### src/rtl/gpr_wb_arbiter_if.sv
// Bundle of write-back request, issue/scoreboard and GPR write-port signals
// shared between the GPR write-back arbiter and its surroundings.
interface gpr_wb_arbiter_if #(
  parameter int DATA_WIDTH = 64,
  parameter int NREQ       = 3
);
  logic [NREQ-1:0]            req_valid;
  logic [5*NREQ-1:0]          req_addr;
  logic [DATA_WIDTH*NREQ-1:0] req_data;
  logic [NREQ-1:0]            req_ready;
  logic                       iss_valid;
  logic [4:0]                 iss_rd;
  logic                       iss_ready;
  logic [4:0]                 rs1_addr;
  logic [4:0]                 rs2_addr;
  logic                       rs1_busy;
  logic                       rs2_busy;
  logic                       gpr_wen;
  logic [4:0]                 gpr_waddr;
  logic [DATA_WIDTH-1:0]      gpr_wdata;
  logic [31:0]                busy_vec;

  modport master (
    output req_valid, req_addr, req_data, iss_valid, iss_rd, rs1_addr, rs2_addr,
    input  req_ready, iss_ready, rs1_busy, rs2_busy,
           gpr_wen, gpr_waddr, gpr_wdata, busy_vec
  );

  modport slave (
    input  req_valid, req_addr, req_data, iss_valid, iss_rd, rs1_addr, rs2_addr,
    output req_ready, iss_ready, rs1_busy, rs2_busy,
           gpr_wen, gpr_waddr, gpr_wdata, busy_vec
  );
endinterface

### src/rtl/gpr_wb_arbiter.sv
// Round-robin write-back arbiter for the single GPR write port, with a
// per-register busy scoreboard for RAW stall and WAW issue blocking.
module gpr_wb_arbiter #(
  parameter int DATA_WIDTH = 64,
  parameter int NREQ       = 3
) (
  input logic             clk,
  input logic             rst,
  gpr_wb_arbiter_if.slave bus
);
  localparam int PW = (NREQ > 1) ? $clog2(NREQ) : 1;

  logic [PW-1:0]         ptr;
  logic [PW-1:0]         gidx;
  logic [PW:0]           cand;
  logic                  found;
  logic [4:0]            gaddr;
  logic [31:0]           busy;
  logic [31:0]           busy_nxt;
  logic                  iss_ok;
  logic                  wen;
  logic [4:0]            waddr;
  logic [DATA_WIDTH-1:0] wdata;

  // Search ptr, ptr+1, ... with wrap; the grant depends only on valid, ptr, rst.
  always_comb begin
    found = 1'b0;
    gidx  = '0;
    cand  = '0;
    for (int unsigned k = 0; k < NREQ; k++) begin
      cand = {1'b0, ptr} + (PW+1)'(k);
      if (cand >= (PW+1)'(NREQ)) cand = cand - (PW+1)'(NREQ);
      if (!found && bus.req_valid[cand[PW-1:0]]) begin
        found = 1'b1;
        gidx  = cand[PW-1:0];
      end
    end
    found = found & rst;
  end

  assign gaddr         = bus.req_addr[5*gidx +: 5];
  assign bus.req_ready = found ? (NREQ'(1) << gidx) : '0;

  assign iss_ok        = rst & ((bus.iss_rd == 5'd0) | ~busy[bus.iss_rd]);
  assign bus.iss_ready = iss_ok;
  assign bus.rs1_busy  = rst & busy[bus.rs1_addr];
  assign bus.rs2_busy  = rst & busy[bus.rs2_addr];
  assign bus.busy_vec  = busy;
  assign bus.gpr_wen   = wen;
  assign bus.gpr_waddr = waddr;
  assign bus.gpr_wdata = wdata;

  // Clear applied before set so a same-cycle set/clear leaves the bit busy.
  always_comb begin
    busy_nxt = busy;
    if (wen) busy_nxt[waddr] = 1'b0;
    if (bus.iss_valid && iss_ok && (bus.iss_rd != 5'd0)) busy_nxt[bus.iss_rd] = 1'b1;
    busy_nxt[0] = 1'b0;
  end

  always_ff @(posedge clk) begin
    if (!rst) begin
      ptr   <= '0;
      busy  <= '0;
      wen   <= 1'b0;
      waddr <= '0;
      wdata <= '0;
    end else begin
      busy <= busy_nxt;
      if (found) begin
        ptr   <= (gidx == PW'(NREQ-1)) ? '0 : gidx + PW'(1);
        waddr <= gaddr;
        wdata <= bus.req_data[DATA_WIDTH*gidx +: DATA_WIDTH];
        wen   <= (gaddr != 5'd0);
      end else begin
        wen <= 1'b0;
      end
    end
  end
endmodule

### src/flat_wrapper.sv
// flat-port wrapper written by rule: the top's interface ports become plain ports
module gpr_wb_arbiter_flat 
#(
  parameter int DATA_WIDTH = 64,
  parameter int NREQ       = 3
)
  (clk, rst, bus_req_valid, bus_req_addr, bus_req_data, bus_iss_valid, bus_iss_rd, bus_rs1_addr, bus_rs2_addr, bus_req_ready, bus_iss_ready, bus_rs1_busy, bus_rs2_busy, bus_gpr_wen, bus_gpr_waddr, bus_gpr_wdata, bus_busy_vec);
  gpr_wb_arbiter_if #(.DATA_WIDTH(DATA_WIDTH), .NREQ(NREQ)) bus_i ();
  input logic clk;
  input logic rst;
  input wire logic [$bits(bus_i.req_valid)-1:0] bus_req_valid;
  input wire logic [$bits(bus_i.req_addr)-1:0] bus_req_addr;
  input wire logic [$bits(bus_i.req_data)-1:0] bus_req_data;
  input wire logic [$bits(bus_i.iss_valid)-1:0] bus_iss_valid;
  input wire logic [$bits(bus_i.iss_rd)-1:0] bus_iss_rd;
  input wire logic [$bits(bus_i.rs1_addr)-1:0] bus_rs1_addr;
  input wire logic [$bits(bus_i.rs2_addr)-1:0] bus_rs2_addr;
  output wire logic [$bits(bus_i.req_ready)-1:0] bus_req_ready;
  output wire logic [$bits(bus_i.iss_ready)-1:0] bus_iss_ready;
  output wire logic [$bits(bus_i.rs1_busy)-1:0] bus_rs1_busy;
  output wire logic [$bits(bus_i.rs2_busy)-1:0] bus_rs2_busy;
  output wire logic [$bits(bus_i.gpr_wen)-1:0] bus_gpr_wen;
  output wire logic [$bits(bus_i.gpr_waddr)-1:0] bus_gpr_waddr;
  output wire logic [$bits(bus_i.gpr_wdata)-1:0] bus_gpr_wdata;
  output wire logic [$bits(bus_i.busy_vec)-1:0] bus_busy_vec;
  assign bus_i.req_valid = bus_req_valid;
  assign bus_i.req_addr = bus_req_addr;
  assign bus_i.req_data = bus_req_data;
  assign bus_i.iss_valid = bus_iss_valid;
  assign bus_i.iss_rd = bus_iss_rd;
  assign bus_i.rs1_addr = bus_rs1_addr;
  assign bus_i.rs2_addr = bus_rs2_addr;
  assign bus_req_ready = bus_i.req_ready;
  assign bus_iss_ready = bus_i.iss_ready;
  assign bus_rs1_busy = bus_i.rs1_busy;
  assign bus_rs2_busy = bus_i.rs2_busy;
  assign bus_gpr_wen = bus_i.gpr_wen;
  assign bus_gpr_waddr = bus_i.gpr_waddr;
  assign bus_gpr_wdata = bus_i.gpr_wdata;
  assign bus_busy_vec = bus_i.busy_vec;
  gpr_wb_arbiter #(.DATA_WIDTH(DATA_WIDTH), .NREQ(NREQ)) u_core (.clk(clk), .rst(rst), .bus(bus_i));
endmodule
### config.mk
export PLATFORM = sky130hd
export DESIGN_NAME = gpr_wb_arbiter_flat
export DESIGN_NICKNAME = d
export VERILOG_FILES = /design/src/rtl/gpr_wb_arbiter_if.sv /design/src/rtl/gpr_wb_arbiter.sv /design/src/flat_wrapper.sv
export SDC_FILE = /design/constraint.sdc
export NUM_CORES = 1
export LEC_CHECK = 0
export CAP_MARGIN = 20
export CORE_MARGIN = 2
export CORE_UTILIZATION = 37
export CTS_BUF_LIST = sky130_fd_sc_hd__clkbuf_4 sky130_fd_sc_hd__clkbuf_8
export DETAILED_ROUTE_END_ITERATION = 10
export PLACE_DENSITY = 0.87
export SLEW_MARGIN = 20
export SYNTH_ARGS = -nofsm -noshare
export SYNTH_HDL_FRONTEND = slang
export SYNTH_SLANG_ARGS = --single-unit
### constraint.sdc
create_clock -name clk -period 2.4 [get_ports clk]
set_input_delay 0.24 -clock clk [delete_from_list [all_inputs] [get_ports clk]]
set_output_delay 0.24 -clock clk [all_outputs]
set_load 0.05 [all_outputs]
== Word-level counts from Yosys, hierarchy flattened ==
Index checks and enable logic that the tools add are counted.

* Output and inout bits: 108
* Register bits after elaboration: 104

* Order comparisons: 12
* Eq/ne operators: 1
* Reductions and logical operators: 12
* Multiply operators: 1
* Bitwise operators: 9
* Shift-type cells: 3
* Multiplexer cells: 29
* Add/sub/neg operators: 6

{| class="wikitable"
|+ Operators with widths
! operator !! number
|-
| $shiftx A192 B9 Y64 || 1
|-
| $mux W32 || 2
|-
| $and A32 B32 Y32 || 1
|-
| $not A32 Y32 || 1
|-
| $or A32 B32 Y32 || 1
|-
| $lt A5 B6 Y1 const B || 4
|-
| $bmux W1 S5 || 3
|-
| $shiftx A15 B6 Y5 || 1
|-
| $mux W2 || 7
|-
| $mux W1 || 11
|-
| $demux W1 S5 || 2
|-
| $ge A5 B1 Y1 const B || 2
|-
| $reduce_bool A5 Y1 || 2
|-
| $lt A2 B3 Y1 const B || 3
|-
| $bmux W1 S2 || 3
|-
| $ge A3 B2 Y1 const B || 2
|-
| $logic_and A1 B1 Y1 || 6
|-
| $sub A2 B2 Y2 const B || 3
|-
| $logic_not A5 Y1 || 1
|-
| $mul A3 B2 Y5 const A || 1
|-
| $and A1 B1 Y1 || 4
|-
| $add A2 B1 Y3 const B || 1
|-
| $add A2 B2 Y3 const B || 1
|-
| $mux W3 || 1
|-
| other kinds (8) || 9
|}

== Depth between registers and ports, before layout ==
* Word-level depth: 14
* Mapped depth: 11
* Depth with buffers taken out: 8

== Worst setup path after synthesis ==
Ideal clock, no wire load.

* Path kind: reg-to-output
* From: reg u_core.ptr[1]
* To: out bus_req_ready[1]
* Path buffers: 2
* Setup slack: -0.986 ns
* Cell stages (with the launch flop): 11
* Data required time: 2.160 ns
* Data arrival time: 3.146 ns
* Cell sequence: dfxtp_1 inv_1 ha_1 buf_6 mux2i_2 o221ai_1 nor2_2 inv_1 nand2_2 buf_2 nor4_1

* Longest elaborated chain between the ends: 13
* Elaborated cells between the ends (all ways): 30
* Those cells by class: add/sub (5); order compare (3); shift (1); mux (16); bitwise (1); reduce/logical (4)

{| class="wikitable"
|+ Ends and longest elaborated chain
! what !! line !! source
|-
| start, declared || gpr_wb_arbiter.sv:13 || <nowiki>logic [PW-1:0] ptr;</nowiki>
|-
| start signal, assigned || gpr_wb_arbiter.sv:71 || <nowiki>ptr <= (gidx == PW'(NREQ-1)) ? '0 : gidx + PW'(1);</nowiki>
|-
| parallel branches: the longest is 12 deep, another holds $add A2 B1 Y3 || n/a ||
|-
| $mux W3 * || gpr_wb_arbiter.sv:42 || <nowiki>assign bus.req_ready = found ? (NREQ'(1) << gidx) : '0;</nowiki>
|-
| end, declared || flat_wrapper.sv:18 || <nowiki>output wire logic [$bits(bus_i.req_ready)-1:0] bus_req_ready;</nowiki>
|}

Every way passes the cells marked *. The select of a mux whose other input is x is not followed.

== Worst setup path in the final report ==
* From: reg u_core.ptr[1]
* To: reg u_core.wen, in the netlist u_core.bus.gpr_wen

* Longest elaborated chain between the ends: 14
* Elaborated cells between the ends (all ways): 32
* Those cells by class: add/sub (5); mul (1); order compare (3); shift (1); mux (15); bitwise (1); reduce/logical (6)

{| class="wikitable"
|+ Ends and longest elaborated chain
! what !! line !! source
|-
| parallel branches: the longest is 14 deep, another holds $mul A3 B2 Y5 || n/a ||
|-
| end signal, assigned || gpr_wb_arbiter.sv:74 || <nowiki>wen <= (gaddr != 5'd0);</nowiki>
|-
| end, declared || gpr_wb_arbiter.sv:21 || <nowiki>logic wen;</nowiki>
|}

Several ways; the timed one is not identified. The select of a mux whose other input is x is not followed.
A chain may end at the register's enable or synchronous reset.

==> out/qor.yml <==
vdd_ir_drop_max_uv: 851.5
synth_cells: 706
yosysUniqueCellTypes: 62
ys_warn_count: 0
p_leak_nw: 4.940
cts_tree: "done"
gp_congestion: 0.9783
htree_num_levels: 3
startpoint_type: "register"
core_area_sq_mm: 0.01724
violations: "setup timing"
start_util: 0.3767
fp.dieW_um: 136.5
portBuffers: 334
first_iter_violations: 732
period_minus_slack_ns: 2.733
fillers: 1168
dieArea_sq_mm: 0.01863
clockBufferDepth: 2
row_count: 48
drc_errors: 0
syn-cell-area_sq_mm: 0.006494
seq_area_frac_synth: 0.3175
die_h_um: 136.5
criticalPathCategory: "register to register"
grt_max_degree: 44
maxClockFrequency_ghz: 0.3659
path_clk_slew_ns: 0.10
setup_viol: 73
status: "finished, violations left"
tightest_slew_ns: 0.6331
final_hold_viol_count: 0
multi_input_area_sq_mm: 0.004592
first_global_vias: 7449
fin_setup_tns_ns: -11.36
critPathLaunch: "u_core.ptr[1]$_SDFFE_PN0P_"
synth-main-ff-cell: "dfxtp_1"
cts_made_buffers: 9
gr-usage-all-layers: 0.2871
areaGrowthSynthToFinish_pct: 83.22
avgRoutedWirePerCell_um: 22.21
crit_path_end_kind: "register"
grt_overflow: 0
holdWs_ns: 0.4496
ys_ff_latch: 103
clockRootBuffer: "clkbuf_8"
rrSetupSlack_ns: -0.33
yosysMostFrequentCell: "nand2_1"
post-synth-top-area-fraction: 0.3175
r2r-end: "u_core.bus.gpr_wen$_SDFF_PN0_"
period_share: 1.139
synth-edff-count: 0
async_reset_ff_frac: 0
rsz0062_at_grt: "true"
routed_wl_um: 29740
max-slew-margin-rel: 0.5766
min_path_type: "register to register"
layout-drive-gt1-share: 0.2761
antenna_found_initial: 5
post_dp_cell_area_sq_mm: 0.01058
vias: 7530
final_core_utilization: 0.6903
cts.sinks: 103
hpwl_um: 20410
regArea_sq_mm: 0.002097
skew_ns: 0.01682
fin_area_sq_mm: 0.01190
crit_end: "u_core.bus.gpr_wen$_SDFF_PN0_"
yosys.area.top_type: "dfxtp_1"
r2r-start: "u_core.ptr[1]$_SDFFE_PN0P_"
power_density_mw_per_mm2: 1095
layout_setup_ws_ns: -0.3326
viasPerCell: 5.624
layout.nets: 1340
reg2reg_depth: 13
power_w: 0.01303
syn_nets: 938
maxCapViolCount: 0
antenna_left: 0
first_pass_iters: 5
ys_top_cells_by_area: "dfxtp_1 32%, mux2_2 12%, mux2i_1 11%"
ys_top_cells_by_count: "119 x nand2_1, 103 x dfxtp_1, 69 x mux2_2, 69 x mux2i_1, 60 x o21ai_0"
synth.avg_cell_area_sq_um: 9.198
drv_slew: 0
worstPathMaxFanout: 4
clock_insertion_delay_worst_skew_ns: 0.39
worstPathArrival_ns: 3.00
required_ns: 2.67
ios: 336
ctsHoldBuffers: 0
grt_pass1_wl_um: 40760
-- layer usage --
metal	wire length [um]	global-route usage
met2	15030	0.5008
met5	28	0
met4	1377	0.1308
met1	10530	0.3192
met3	2765	0.08762
-- critical path: stages (launching register included) --
cell,delay (ns)
dfxtp_4,0.39
inv_4,0.05
ha_4,0.17
buf_6,0.12
mux2i_4,0.18
buf_4,0.14
o21a_1,0.18
a21o_2,0.26
buf_6,0.14
buf_4,0.15
buf_4,0.14
a2111oi_4,0.40
or2_4,0.21
a41oi_2,0.09
-- how the worst min path moves through the flow --
stage,start,end,slack (ns),cells past startpoint
floorplan,bus_req_addr[10],u_core.bus.gpr_waddr[0]$_SDFFE_PN0P_,0.41,2
global placement,u_core.bus.gpr_wdata[38]$_SDFFE_PN0P_,u_core.bus.gpr_wdata[38]$_SDFFE_PN0P_,0.43,2
detailed placement,u_core.bus.gpr_wdata[12]$_SDFFE_PN0P_,u_core.bus.gpr_wdata[12]$_SDFFE_PN0P_,0.44,2
CTS,u_core.bus.gpr_wdata[12]$_SDFFE_PN0P_,u_core.bus.gpr_wdata[12]$_SDFFE_PN0P_,0.45,2
global route,bus_req_data[131],u_core.bus.gpr_wdata[3]$_SDFFE_PN0P_,0.47,3
finish,u_core.bus.gpr_wdata[27]$_SDFFE_PN0P_,u_core.bus.gpr_wdata[27]$_SDFFE_PN0P_,0.45,2
-- repair_timing --
item                                    CTS  global route
resized for setup                        90           130
endpoints found under the setup margin   74            73
pin swaps                                 9            57
cloned                                    6             3
setup buffers                            20            11
-- cells by family (layout without fill, tap and decap cells) --
kind of cell / after synthesis / in the layout / synth area share
and+or+nand+nor: 215 / 215 / 0.1563
adders and majority gates: 4 / 4 / 0.007707
other: 1 / 3 / 0.0005775
buffers and inverters: 69 / 475 / 0.05896
muxes: 164 / 164 / 0.3148
AOI/OAI and AO/OA: 150 / 150 / 0.1441
DFF: 103 / 103 / 0.3175
-- final cells by class --
class | instances | area share
diodes | 2 | 0.0004207
clock inverters | 3 | 0.001683
repair buffers | 450 | 0.3958
multi-input cells | 534 | 0.3859
well taps | 225 | 0.02366
flip-flops and latches | 103 | 0.1763
clock buffers | 12 | 0.01283
inverters | 10 | 0.003365
-- power by group --
part,switching [W],leakage (nW),internal [W]
registers,0.000352,0.859,0.00218
clock network,0.000626,0.0853,0.000423
logic,0.00480,4.00,0.00465
-- metrics by stage --
step / worst slack (ns) / cells
finish: -0.3326 / 1339
global route: -0.3899 / 1338
CTS: -0.2028 / 1324
detailed placement: -0.1655 / 1283
global placement: -0.1772 / 1283
floorplan: -0.09774 / 706
-- sequential cells by signal (all words and copies together) (netlist names) --
signal and flops:
u_core.bus.gpr_waddr 5, u_core.bus.gpr_wdata 64, u_core.ptr 2, u_core.bus.busy_vec 31
u_core.bus.gpr_wen 1
-- cells in the final DEF (no fill, tap or decap), types with 4 or more instances in the layout --
master / Yosys / final
dfxtp_2: 0 / 13
dlygate4sd2_1: 0 / 4
buf_16: 0 / 4
nor2_1: 16 / 14
nand2b_1: 8 / 7
nand2_1: 119 / 118
dfxtp_4: 0 / 5
o31ai_1: 8 / 7
mux2i_1: 69 / 63
and2_1: 5 / 4
nor3b_1: 6 / 6
nor3_1: 4 / 4
clkdlybuf4s50_1: 0 / 323
clkbuf_8: 0 / 10
dfxtp_1: 103 / 85
mux2i_2: 1 / 5
nand3_1: 25 / 25
inv_1: 9 / 6
o211ai_1: 5 / 5
o21ai_1: 26 / 66
a21oi_1: 12 / 11
mux4_2: 25 / 25
buf_6: 10 / 14
nand3b_1: 7 / 7
a31o_2: 6 / 6
o211a_1: 4 / 4
mux2_4: 0 / 64
mux2_2: 69 / 5
buf_12: 0 / 23
o21ai_0: 60 / 20
buf_4: 9 / 74
(Power assumes the default switching activity.)
